### config.mk
export PLATFORM = sky130hd
export DESIGN_NAME = sequence_player
export DESIGN_NICKNAME = d
export VERILOG_FILES = /design/src/rtl/simon_pkg.sv /design/src/rtl/sequence_player_colour_decoder.sv /design/src/rtl/sequence_player.sv
export SDC_FILE = /design/constraint.sdc
export NUM_CORES = 1
export LEC_CHECK = 0
export CAP_MARGIN = 30
export CORE_AREA = 2 2 163 85
export DETAILED_ROUTE_END_ITERATION = 8
export DIE_AREA = 0 0 165 87
export GPL_ROUTABILITY_DRIVEN = 0
export PLACE_DENSITY = 0.72
export SYNTH_ARGS = -nofsm -noshare
export SYNTH_HDL_FRONTEND = slang
export SYNTH_SLANG_ARGS = --single-unit
### constraint.sdc
create_clock -name clk -period 3 [get_ports clk]
set_input_delay 0.3 -clock clk [delete_from_list [all_inputs] [get_ports clk]]
set_output_delay 0.3 -clock clk [all_outputs]
set_load 0.02 [all_outputs]
### src/rtl/simon_pkg.sv
// Shared types and constants for the colour-sequence game blocks.
package simon_pkg;

    typedef logic [2:0] colour_t;

    localparam colour_t COLOUR_UNASSIGNED = 3'b100;
    localparam int      MAX_ROUNDS        = 32;
    localparam int      LED_W             = 4;

    typedef enum logic [2:0] {
        IDLE,
        ARM,
        ON,
        OFF,
        DONE
    } play_state_t;

endpackage

### src/rtl/sequence_player_colour_decoder.sv
// Combinational colour to one-hot LED decode; an unassigned colour (bit 2 set) gives a blank display.
module colour_decoder
    import simon_pkg::*;
(
    input  colour_t            colour,
    output logic [LED_W-1:0]   led
);

    always_comb begin
        led = '0;
        if (!colour[2]) begin
            case (colour[1:0])
                2'b00: led = 4'b0001;
                2'b01: led = 4'b0010;
                2'b10: led = 4'b0100;
                2'b11: led = 4'b1000;
            endcase
        end
    end

endmodule

### src/rtl/sequence_player.sv
// Plays a snapshot of the colour history, oldest first, paced by timer pulses.
// SEQ_PLAYER_GAP_EN inserts a blank OFF phase between consecutive colours.
//
// state | meaning
// IDLE  | waiting for start
// ARM   | timer reloaded, display blank until first pulse
// ON    | showing snapshot[idx]
// OFF   | blank gap between colours (SEQ_PLAYER_GAP_EN only)
// DONE  | one-cycle completion strobe
module sequence_player #(
    parameter int MAX_LEN = 32,
    parameter int LED_W   = 4
) (
    input  logic                    clk,
    input  logic                    reset,
    input  logic                    start,
    input  logic [5:0]              length,
    input  logic [MAX_LEN-1:0][2:0] segment,
    input  logic                    pulse,
    output logic                    timer_restart,
    output logic [LED_W-1:0]        led,
    output logic                    busy,
    output logic                    done
);

    import simon_pkg::*;

    localparam int IDX_W = $clog2(MAX_LEN);

    play_state_t              state, state_d;
    logic [IDX_W-1:0]         idx, idx_d, idx_load;
    colour_t [MAX_LEN-1:0]    snapshot, snapshot_d;
    logic                     unassigned_seen, unassigned_seen_d;
    logic                     restart_d;
    logic [5:0]               len_clamped;
    colour_t                  colour_next;
    logic [LED_W-1:0]         colour_led, led_d;

    assign len_clamped = (length > 6'(MAX_LEN)) ? 6'(MAX_LEN) : length;
    assign idx_load    = IDX_W'(len_clamped - 6'd1);

    always_comb begin
        state_d    = state;
        idx_d      = idx;
        snapshot_d = snapshot;
        restart_d  = 1'b0;
        case (state)
            IDLE: begin
                if (start) begin
                    if (length != 6'd0) begin
                        state_d    = ARM;
                        snapshot_d = segment;
                        idx_d      = idx_load;
                        restart_d  = 1'b1;
                    end else begin
                        state_d = DONE;
                    end
                end
            end
            ARM: begin
                if (pulse) state_d = ON;
            end
`ifdef SEQ_PLAYER_GAP_EN
            ON: begin
                if (pulse) state_d = OFF;
            end
            OFF: begin
                if (pulse) begin
                    if (idx == '0) begin
                        state_d = DONE;
                    end else begin
                        idx_d   = idx - 1'b1;
                        state_d = ON;
                    end
                end
            end
`else
            ON: begin
                if (pulse) begin
                    if (idx == '0) state_d = DONE;
                    else           idx_d   = idx - 1'b1;
                end
            end
`endif
            DONE:    state_d = IDLE;
            default: state_d = IDLE;
        endcase
    end

    // Decode from next-cycle state so the registered LED lines up with the state it belongs to.
    assign colour_next = snapshot_d[idx_d];

    colour_decoder u_colour_decoder (
        .colour (colour_next),
        .led    (colour_led)
    );

    assign led_d = (state_d == ON) ? colour_led : '0;

    assign unassigned_seen_d = ((state_d == ON) && colour_next[2])
                             | (unassigned_seen && !(state == IDLE && start));

    always_ff @(posedge clk) begin
        if (reset) begin
            state           <= IDLE;
            idx             <= '0;
            snapshot        <= {MAX_LEN{COLOUR_UNASSIGNED}};
            unassigned_seen <= 1'b0;
            led             <= '0;
            busy            <= 1'b0;
            done            <= 1'b0;
            timer_restart   <= 1'b0;
        end else begin
            state           <= state_d;
            idx             <= idx_d;
            snapshot        <= snapshot_d;
            unassigned_seen <= unassigned_seen_d;
            led             <= led_d;
            busy            <= (state_d != IDLE);
            done            <= (state_d == DONE);
            timer_restart   <= restart_d;
        end
    end

    // An unassigned slot on display must have raised the flag and blanked the LEDs.
    a_unassigned_blank : assert property (@(posedge clk) disable iff (reset)
        (state == ON && snapshot[idx][2]) |-> (unassigned_seen && led == '0));

endmodule

# Word-level counts from Yosys, hierarchy flattened

Cells that the tools add are included.

Add/sub/neg operators: 2
Magnitude comparators: 2
Equal/unequal tests: 7
Multiplexer cells: 19
Bitwise logic cells: 3
Reduce and logical (&&, ||, !) cells: 7

Operator list:

| cell                                                 | number |
|---|---|
| 2-to-1 mux 96 bit                                    | 3 |
| 2-to-1 mux 5 bit                                     | 5 |
| 2-to-1 mux 3 bit                                     | 6 |
| case mux 4 bit (4 select lines)                      | 1 |
| binary-select mux 3 bit (select 5 bit)               | 1 |
| case mux 5 bit (2 select lines)                      | 1 |
| subtractor 5 x 1 -> 5 bit, second input constant     | 2 |
| case mux 3 bit (3 select lines)                      | 1 |
| == test 3 x 2 -> 1 bit, second input constant        | 2 |
| greater-than comparator 6 bit, second input constant | 1 |
| < comparator 5 x 6 -> 1 bit, second input constant   | 1 |
| nonzero test 6 bit                                   | 1 |
| OR reduction 3 bit                                   | 2 |
| zero test 5 bit                                      | 1 |
| == test 2 bit, second input constant                 | 2 |
| == test 3 x 1 -> 1 bit, second input constant        | 1 |
| == test 3 bit, second input constant                 | 1 |
| zero test 3 bit                                      | 1 |
| NOT 1 bit                                            | 3 |
| nonzero test 3 bit                                   | 1 |
| == test 2 x 1 -> 1 bit, second input constant        | 1 |
| zero test 2 bit                                      | 1 |
| 2-to-1 mux 1 bit                                     | 1 |

Register bits after elaboration: 111
Input port bits: 106
Word-level logic and storage cells: 78

# Longest topological paths before layout

Word-level depth: 10
Mapped depth: 15
Gate-level depth less buffers: 12

# Cells and area by module

From an unflattened synthesis, not the netlist that was laid out.

Cell total of the unflattened synthesis: 768
Area, all modules: 5711.7 µm²

By module, submodules not included:

| module          | times used | cells each | area each (µm²) |
|---|---|---|---|
| sequence_player | 1          | 764        | 5681.7 |
| colour_decoder  | 1          | 4          | 30.0 |

# Least setup slack after synthesis

OpenSTA, ideal clock, no wires.

Path kind: register to register
Start: reg idx[0]
End: reg led[0]
Library setup time: 0.131 ns
Arrival time: 2.699 ns
Required time: 2.869 ns
Setup slack: 0.170 ns
Stages on the path, launching flop included: 13
Buffers on the path: 2
Clock period less this slack: 2.830 ns
Cell sequence: dfxtp_1 > inv_1 > ha_1 > nor4b_4 > o211a_1 > a2111oi_0 > buf_2 > buf_2 > nand2_1 > a311oi_1 > o211ai_1 > o211ai_1 > nor3b_1

Cells in the longest elaborated chain, start to end: 8
Elaborated cells between the ends (all ways): 20
Classes of those cells: 1 x add/sub; 4 x eq/ne; 11 x mux; 1 x bitwise; 3 x reduce/logical

Ends and longest elaborated chain:

| element                                                             | line                                         | RTL |
|---|---|---|
| start: declaration                                                  | sequence_player.sv:31                        | `logic [IDX_W-1:0] idx, idx_d, idx_load;` |
| start signal: assignment                                            | sequence_player.sv:115                       | `idx <= idx_d;` |
| subtractor 5 x 1 -> 5 bit / zero test 5 bit (equally long branches) | sequence_player.sv:81, sequence_player.sv:80 |  |
| 2-to-1 mux 5 bit                                                    | sequence_player.sv:80                        | `if (idx == '0) state_d = DONE;` |
| 2-to-1 mux 5 bit                                                    | sequence_player.sv:79                        | `if (pulse) begin` |
| case mux 5 bit (2 select lines)                                     | sequence_player.sv:47                        | `case (state)` |
| binary-select mux 3 bit (select 5 bit)                              | sequence_player.sv:91                        | `assign colour_next = snapshot_d[idx_d];` |
| 2-to-1 mux 3 bit (not written as such)                              | sequence_player.sv:91                        |  |
| == test 2 bit, or another cell as far along                         | sequence_player_colour_decoder.sv:12         | `case (colour[1:0])` |
| case mux 4 bit (4 select lines)                                     | sequence_player_colour_decoder.sv:12         |  |
| end signal: assignment                                              | sequence_player.sv:118                       | `led <= led_d;` |
| end: declaration                                                    | sequence_player.sv:21                        | `output logic [LED_W-1:0] led,` |

Parallel ways exist; a longest one is shown, timed or not. The select of a mux whose other input is x is not followed.
A chain may end at the register's enable or synchronous reset.

# Worst setup path after layout

Start: reg idx[0]
End: reg led[2]

The elaborated chain is that of the path after synthesis.

==> results.md <==
- Startpoint Class: register
- I/O Pins: 113
- CTS tree: yes
- Routed len/inst: 17.1 um
- Chip Width: 165 um
- Dpl ws: -0.515 ns
- Largest fanout on the critical path: 7
- Max_cap viols: 0
- Drt first-iter violations: 566
- H-tree depth: 3
- Number of port buffers: 112
- Synth Cell Area: 5620 um2
- Top-count cell post-synth: nand2_1
- Yosys Warn Count: 0
- Filler Cell Count: 1,090
- Max Fclk: 0.319 GHz
- Seq/Total Area, Yosys: 0.396
- Hold depth: 2
- Outcome: finished with violations
- Slew margin rel.: 0.361
- Worst path arrival time: 3.39 ns
- Fin worst setup slack: -0.134 ns
- CP max stage cell: a2111o_2
- Yosys reg bits: 111
- Vias in the first global route: 5,327
- Library cells used by synthesis: 66
- Largest net degree at the start of global routing: 95
- Hold WC Path Type: input pin to register
- Fin nets: 953
- Fin crit share: 1.04
- CTS buffer count: 9
- Critical path class: register to register
- Via Count: 5,585
- Final min period: 3.13 ns
- Leakage: 3.38 nW
- Pwr Density: 528 nW/um2
- GRT Total Usage: 0.239
- Die Y: 87 um
- ANT nets after route: 0
- Post-route DRC: 0
- Peak supply drop: 0.000313 V
- Half-perimeter wire length after placement: 11.9 mm
- Total power: 0.00425 W
- Layout cells sized above 1: 0.182
- Via/cell ratio: 5.44
- Clock slew seen by the registers of the worst setup and hold paths: 0.07 ns
- Primary FF master, synth: dfxtp_1
- Clock Latency Late Sink: 0.35 ns
- Synth Area per Inst: 8.28 um2
- Total gr overflow: 0
- Setup crit end kind: register
- Clock Sinks: 111
- Synth area leader: dfxtp_1
- CTS max path bufs: 2
- Worst-Margin Slew: 0.959 ns
- # setup viols final: 4
- Top cells by instance count after synthesis: nand2_1, dfxtp_1, mux2i_1
- Worst EP required: 3.26 ns
- Final Max Slew Viols: 0
- Die area: 14,400 um2
- Clock Skew: 0.0114 ns
- CP Cell Sequence: inv_2, ha_4, nor4b_4, nor4_4, a2111o_2, buf_12, buf_16, mux2i_1, mux2i_1, a32oi_1, a21oi_2, nor4_4, nor4b_2
- Worst reg2reg path depth: 13
- Post-synth EDFFs: 0
- Rows: 30
- Root Driver: clkbuf_16
- First-pass GRT wire length: 26.8 mm
- Async SR Flop Fraction: 0
- Syn Inst Count: 678
- Max stage delay on crit path: 0.58 ns
- Initial Util: 0.429
- WHS: 0.264 ns
- Share of the synthesized area in the top cell type: 0.396
- Initial antenna violation count: 2
- Final Hold Viols: 0
- Top cells by area, synth: dfxtp_1, mux2i_1, nand2_1
- Failing checks: negative setup slack
- RSZ-0062 raised after global routing: yes
- P&R area growth vs syn: 43.3%
- Post-synth net total: 787
- Placeable core area: 13,100 um2
- Wirelength, routed: 17.6 mm
- Pre-antenna DRT Iters: 5
cells in the final DEF, fill, tap and decap left out, types with 4 or more instances in the layout:
master,n
a21oi_1,71
nand2_1,171
mux2i_1,77
o21ai_0,13
nand2b_1,14
nand3_1,18
dfxtp_2,4
buf_4,77
nor2_1,39
a21oi_2,4
inv_1,4
nand3b_1,23
clkbuf_16,11
buf_12,6
clkdlybuf4s50_1,107
dfxtp_1,107
buf_16,4
a32oi_1,8
power by group:
part	switching (W)	total (W)	internal (W)	leakage, nW
Sequential	0.0000552	0.00164	0.00159	0.915
Clock	0.000564	0.00116	0.000591	0.133
Combinational	0.000724	0.00145	0.000724	2.34
Total	0.00134	0.00425	0.00290	3.38
flip-flops by register name, indices dropped and copies added (netlist names):
name / cells
done: 1
idx: 5
timer_restart: 1
led: 4
busy: 1
snapshot: 96
state: 3
kinds of logic after synthesis:
family | count (synthesis) | share of synthesized area
simple gates | 296 | 0.250
compound gates | 128 | 0.141
flops | 111 | 0.396
mux | 84 | 0.153
buf+inv | 54 | 0.0510
fa+ha+maj | 3 | 0.00668
xor+xnor | 2 | 0.00312
worst max-delay path: cells and delay by family (launching register included):
kind,cells,cell delay (ns)
buffers and inverters,3,0.41
AND/OR/NAND/NOR,4,0.97
flip-flops,1,0.34
adder cells (fa/ha/maj),1,0.14
AO/OA/AOI/OAI,3,0.95
multiplexers,2,0.24
layer usage:
metal  global-route usage  wire length (um)  part of all wire  vias up
met1                0.323              7980              0.45     2652
met5                    0                 0                 0        -
met4               0.0553               158            0.0090        0
met2                0.381              8080              0.46      228
met3               0.0690              1350             0.077       24
li1                     -                 -                 -     2681
cell type report:
class,count,area [um2],area share
diodes,2,5.00,0.000622
clock buffers,10,239,0.0297
clock inverters,5,43.8,0.00544
inverters,6,22.5,0.00280
multi-input cells,513,3300,0.409
flip-flops and latches,111,2230,0.277
well taps,176,220,0.0274
repair buffers,203,2000,0.248
through the flow:
stage	cell area (um2)	instances	util	TNS (ns)
2_1_floorplan	5620	678	-	0
3_3_place_gp	7340	992	0.560	-1.57
3_5_place_dp	7340	992	0.560	-1.94
4_1_cts	7900	1017	0.603	-0.00210
5_1_grt	8040	1024	0.614	-0.739
6_report	8050	1026	0.614	-0.319
worst paths after layout:
path	startpoint	endpoint	slack, ns
setup / recovery	idx[0]	led[2]	-0.13
hold / removal	reset	state[2]	0.26
setup reg to reg	idx[0]	led[2]	-0.13
hold reg to reg	snapshot[66]	snapshot[66]	0.46
what timing repair did:
| item | in CTS | in global routing |
|---|---|---|
| pin swaps | 13 | 11 |
| setup endpoints to repair | 4 | 4 |
| hold buffers | 0 | 0 |
| cloned | 3 | 2 |
| gates resized for setup | 35 | 12 |
| buffers inserted | 7 | 5 |
No activity file was read; power rests on OpenSTA's default activity.
==> variant 1 (config.mk and constraints unchanged) <==
Put one more register stage on the output `led`, with the module's reset. The value now appears one clock later. The other outputs are not delayed to match.
--- a/src/rtl/sequence_player.sv
+++ b/src/rtl/sequence_player.sv
@@ -28,2 +28,4 @@
     localparam int IDX_W = $clog2(MAX_LEN);
+
+    logic [LED_W-1:0] led_s0;
 
@@ -108,3 +110,3 @@
             unassigned_seen <= 1'b0;
-            led             <= '0;
+            led_s0          <= '0;
             busy            <= 1'b0;
@@ -117,3 +119,3 @@
             unassigned_seen <= unassigned_seen_d;
-            led             <= led_d;
+            led_s0          <= led_d;
             busy            <= (state_d != IDLE);
@@ -126,3 +128,11 @@
     a_unassigned_blank : assert property (@(posedge clk) disable iff (reset)
-        (state == ON && snapshot[idx][2]) |-> (unassigned_seen && led == '0));
+        (state == ON && snapshot[idx][2]) |-> (unassigned_seen && led_s0 == '0));
+
+    always_ff @(posedge clk) begin
+        if (reset) begin
+            led <= '0;
+        end else begin
+            led <= led_s0;
+        end
+    end
 
Function: changed (Yosys sat finds a counterexample within 4 cycles, from zero or initial values and one cycle with reset high).
==> variant 1 against the original RTL <==
  * The flow still finishes with violations (setup timing)
  * Register-to-register slack worse by 0.21 ns
  * Final area increased by 13%
  * Power is 29% higher
  * Worst setup slack got worse by 0.26 ns
  * Wire length is 19% higher
  * Clock skew shrank 0.0053 ns
  * Highest routed layer unchanged
  * Sequential cell count is 4 higher
  * Largest cell class unchanged
  * Synthesized area is 4.7% higher
==> variant 1: results (changes against the original RTL) <==
| Metric | Value |
|---|---|
| Clock skew | `0.00608 ns (-0.00533 ns)` |
| CTS H-tree depth | `4 (+1)` |
| P_leak | `3.75 nW (+11%)` |
| Largest net degree at the start of global routing | `84 (-12%)` |
| First-pass GRT wire length | `32,100 µm (+20%)` |
| Outcome | `finished with violations` |
| Clk Latency, worst-skew pair | `0.42 ns (+0.07 ns)` |
| Register-to-Register Setup Slack | `-0.34 ns (-0.21 ns)` |
| Setup-failing EPs final | `4 (unchanged)` |
| Mapped Cells | `779 (+15%)` |
| Vias post-DR | `6,590 (+18%)` |
| GR Util met3 | `8.04% (+1.1 points)` |
| Reg2Reg Depth | `16 (+3)` |
| Largest cells by area after synthesis | `dfxtp_1 (39%), nand2_1 (16%), mux2i_1 (7.5%)` |
| GR met2 Demand/Resource | `40.4% (+2.3 points)` |
| Syn nets | `888 (+13%)` |
| Top post-synthesis cells by count | `nand2_1 (257), dfxtp_1 (115), a21oi_1 (79)` |
| Hpwl dp | `14,200 µm (+20%)` |
| Cell variety after synth | `63 (-4.5%)` |
| Worst Hold Path EP | `state[1]$_SDFF_PP0_` |
| Crit path max fanout | `15 (+8)` |
| Final Worst Setup Slack | `-0.389 ns (-0.255 ns)` |
| R2R Path End | `led_s0[2]$_SDFF_PP0_` |
| Antenna violations before repair | `0 (-2)` |
| 1st-iter DRT viols | `887 (+57%)` |
| Share of cells above drive strength 1 | `21.6% (+3.4 points)` |
| Violated checks | `setup timing` |
| Max VDD drop | `0.000427 V (+36%)` |
| Met1 WL | `10,200 µm (+28%)` |
| Total GRT Usage | `29.4% (+5.4 points)` |
| Arr. time, crit path | `3.69 ns (+0.30 ns)` |
| GR Util met1 | `44.6% (+12 points)` |
==> variant 1: changes by cell type after synthesis, sizes merged, moves of 12 or more <==
cell / delta
mux2i: -36
clkbuf: +15
nand3: +12
nor2: -12
nand2: +85
==> variant 1: layout make-up <==
class                   instances  area, µm²  area share (%)
clock inverters                 9        128            1.41
repair buffers                254       2370            26.1
inverters                       7       26.3           0.290
well taps                     176        220            2.43
clock buffers                  23        478            5.27
multi-input cells             602       3540            39.0
flip-flops and latches        115       2300            25.4
==> variant 1: worst max path at each step <==
| stage | slack (ns) | cells past startpoint | end | startpoint |
|---|---|---|---|---|
| final | -0.39 | 15 | led_s0[2]$_SDFF_PP0_ | length[1] |
| after CTS | -0.32 | 15 | led_s0[3]$_SDFF_PP0_ | idx[0]$_SDFF_PP0_ |
| after global placement | -0.65 | 12 | led_s0[2]$_SDFF_PP0_ | length[1] |
| after detailed placement | -0.76 | 12 | led_s0[2]$_SDFF_PP0_ | length[1] |
| after floorplan | -0.07 | 14 | led_s0[2]$_SDFF_PP0_ | idx[0]$_SDFF_PP0_ |
| after global routing | -0.47 | 14 | led_s0[1]$_SDFF_PP0_ | idx[0]$_SDFF_PP0_ |
==> variant 1: metrics by stage <==
step | hold WS (ns) | setup slack [ns] | util (%) | area, µm² | setup TNS, ns
6_report | 0.140 | -0.389 | 69.2 | 9070 | -1.45
5_1_grt | 0.139 | -0.470 | 69.2 | 9070 | -1.79
3_5_place_dp | 0.446 | -0.762 | 62.2 | 8150 | -2.89
2_1_floorplan | 0.403 | -0.0650 | - | 5950 | -0.0944
3_3_place_gp | 0.443 | -0.649 | 62.0 | 8120 | -2.51
4_1_cts | 0.130 | -0.324 | 68.1 | 8920 | -1.16
==> variant 1: critical path: stages <==
cell	delay, ns
clkdlybuf4s50_1	0.45
or4_4	0.59
o31ai_4	0.37
buf_4	0.20
a311o_2	0.27
buf_12	0.17
buf_6	0.15
nand2_1	0.07
a311oi_2	0.30
a31o_1	0.17
o21ai_1	0.09
a211oi_2	0.24
buf_4	0.17
buf_4	0.10
nor3b_2	0.03
==> variant 1: logic make-up after synthesis <==
group	count (synthesis)	synth area share, %
AO/OA/AOI/OAI	153	16.6
multiplexers	46	8.26
XOR/XNOR	1	0.149
AND/OR/NAND/NOR	398	30.7
buffers and inverters	63	4.55
flip-flops	115	39.2
adder cells (fa/ha/maj)	3	0.639
==> variant 1: what timing repair did <==
item	in CTS	in global routing
setup buffers	4	5
cloned	3	0
pin swaps	13	11
setup endpoints to repair	4	4
resized for setup	15	22
==> variant 1: where the power goes <==
part / internal (mW) / leakage [nW] / switching, mW
registers: 1.64 / 0.946 / 0.0563
logic: 0.849 / 2.51 / 0.847
clock network: 1.37 / 0.289 / 0.734
total: 3.86 / 3.75 / 1.64
==> variant 2 (same flow settings) <==
Without the edit above. The option `SEQ_PLAYER_GAP_EN` is turned on by a define.
--- a/src/rtl/sequence_player.sv
+++ b/src/rtl/sequence_player.sv
@@ -9,2 +9,4 @@
 // DONE  | one-cycle completion strobe
+`define SEQ_PLAYER_GAP_EN
+
 module sequence_player #(
Behaviour: not the same (Yosys sat finds a counterexample within 4 cycles, from zero or initial values and one cycle with reset high).
==> variant 2 against the original RTL <==
  * The flow still finishes with violations (setup timing)
  * Wire length is 5.8% higher
  * Highest routed layer unchanged
  * Worst setup slack better by 0.0084 ns
  * Power rose by 8.4%
  * Via count up 10%
  * Sequential cell count unchanged
  * Fmax is 0.27% higher
  * Final area rose by 6.4%
  * Synthesized area increased by 0.76%
==> variant 2: results (changes against the original RTL) <==
| Metric | Value |
|---|---|
| Antenna violations before repair | `0 (-2)` |
| Max VDD drop | `0.000323 V (+3.1%)` |
| Syn nets | `849 (+7.9%)` |
| Cell variety after synth | `68 (+3.0%)` |
| Violated checks | `setup timing` |
| Largest cells by area after synthesis | `dfxtp_1 (39%), nand2_1 (13%), a21oi_1 (9.5%)` |
| 1st-pass router iterations | `6 (+1)` |
| Worst slew pin tran | `0.623 ns (-0.336 ns)` |
| Antenna cells | `0 (-2)` |
| Slowest CP cell | `a221oi_4` |
| First-pass GRT wire length | `29,500 µm (+9.9%)` |
| Largest stage delay, worst path | `0.38 ns (-0.20 ns)` |
| Total GRT Usage | `26.2% (+2.3 points)` |
| Int Pwr | `3.09 mW (+6.3%)` |
| Share of cells above drive strength 1 | `22.6% (+4.4 points)` |
| Mapped Cells | `740 (+9.1%)` |
| P_leak | `3.53 nW (+4.4%)` |
| Crit-path leading delay family | `compound AO/OA/AOI/OAI gates` |
| 1st-iter DRT viols | `648 (+14%)` |
| Top post-synthesis cells by count | `nand2_1 (197), dfxtp_1 (111), a21oi_1 (107)` |
| Register area share after synthesis | `39.3% (-0.30 points)` |
| Hpwl dp | `13,000 µm (+9.0%)` |
| Crit path max fanout | `6 (-1)` |
| Fill cells | `1,077 (-1.2%)` |
| Final Worst Setup Slack | `-0.125 ns (+0.00836 ns)` |
| Vias in the first global route | `5,690 (+6.8%)` |
| Via density | `5.34 (-1.8%)` |
| Outcome | `finished with violations` |
| Setup-failing EPs final | `4 (unchanged)` |
| Post-CTS Setup Bufs | `13 (+6)` |
[variant 2: power by group through the flow]
stage | Sequential (mW) | Combinational [mW] | Clock [mW]
floorplan | 1.66 | 0.823 | 0
global placement | 1.66 | 1.52 | 0
detailed placement | 1.67 | 1.54 | 0
CTS | 1.63 | 1.72 | 1.17
global route | 1.64 | 1.93 | 1.24
finish | 1.63 | 1.81 | 1.16
[variant 2: path summary, 6_finish.rpt]
path | start | to | slack (ns) | cells after the start
setup reg to reg | idx[1]$_SDFF_PP0_ | led[0]$_SDFF_PP0_ | -0.13 | 13
hold reg to reg | snapshot[88]$_SDFF_PP0_ | snapshot[88]$_SDFF_PP0_ | 0.47 | 2
hold / removal | reset | state[1]$_SDFF_PP0_ | 0.21 | 2
setup / recovery | idx[1]$_SDFF_PP0_ | led[0]$_SDFF_PP0_ | -0.13 | 13
[variant 2: logic make-up (layout without fill, tap and decap cells)]
logic type                 after synthesis  count (layout)  share of synthesized area, %
muxes                                   36              36                          6.50
adders and majority gates                3               3                         0.663
buffers and inverters                   51             285                          3.91
AOI/OAI and AO/OA                      194             194                          21.8
and+or+nand+nor                        343             344                          27.5
DFF                                    111             111                          39.3
xor gates and xnor gates                 2               2                         0.310
[variant 2: layer usage]
layer | track usage (%) | wire length (µm)
met1 | 39.2 | 9230
met2 | 37.0 | 7350
met3 | 7.71 | 1820
met4 | 5.30 | 196
met5 | 0 | 0
[variant 2: layout make-up]
class	count	area share, %
multi-input combinational	579	39.6
tap	176	2.57
sequential	111	26.0
inverter	4	0.175
timing repair buffer	265	28.4
clock inverter	5	0.482
clock buffer	11	2.83
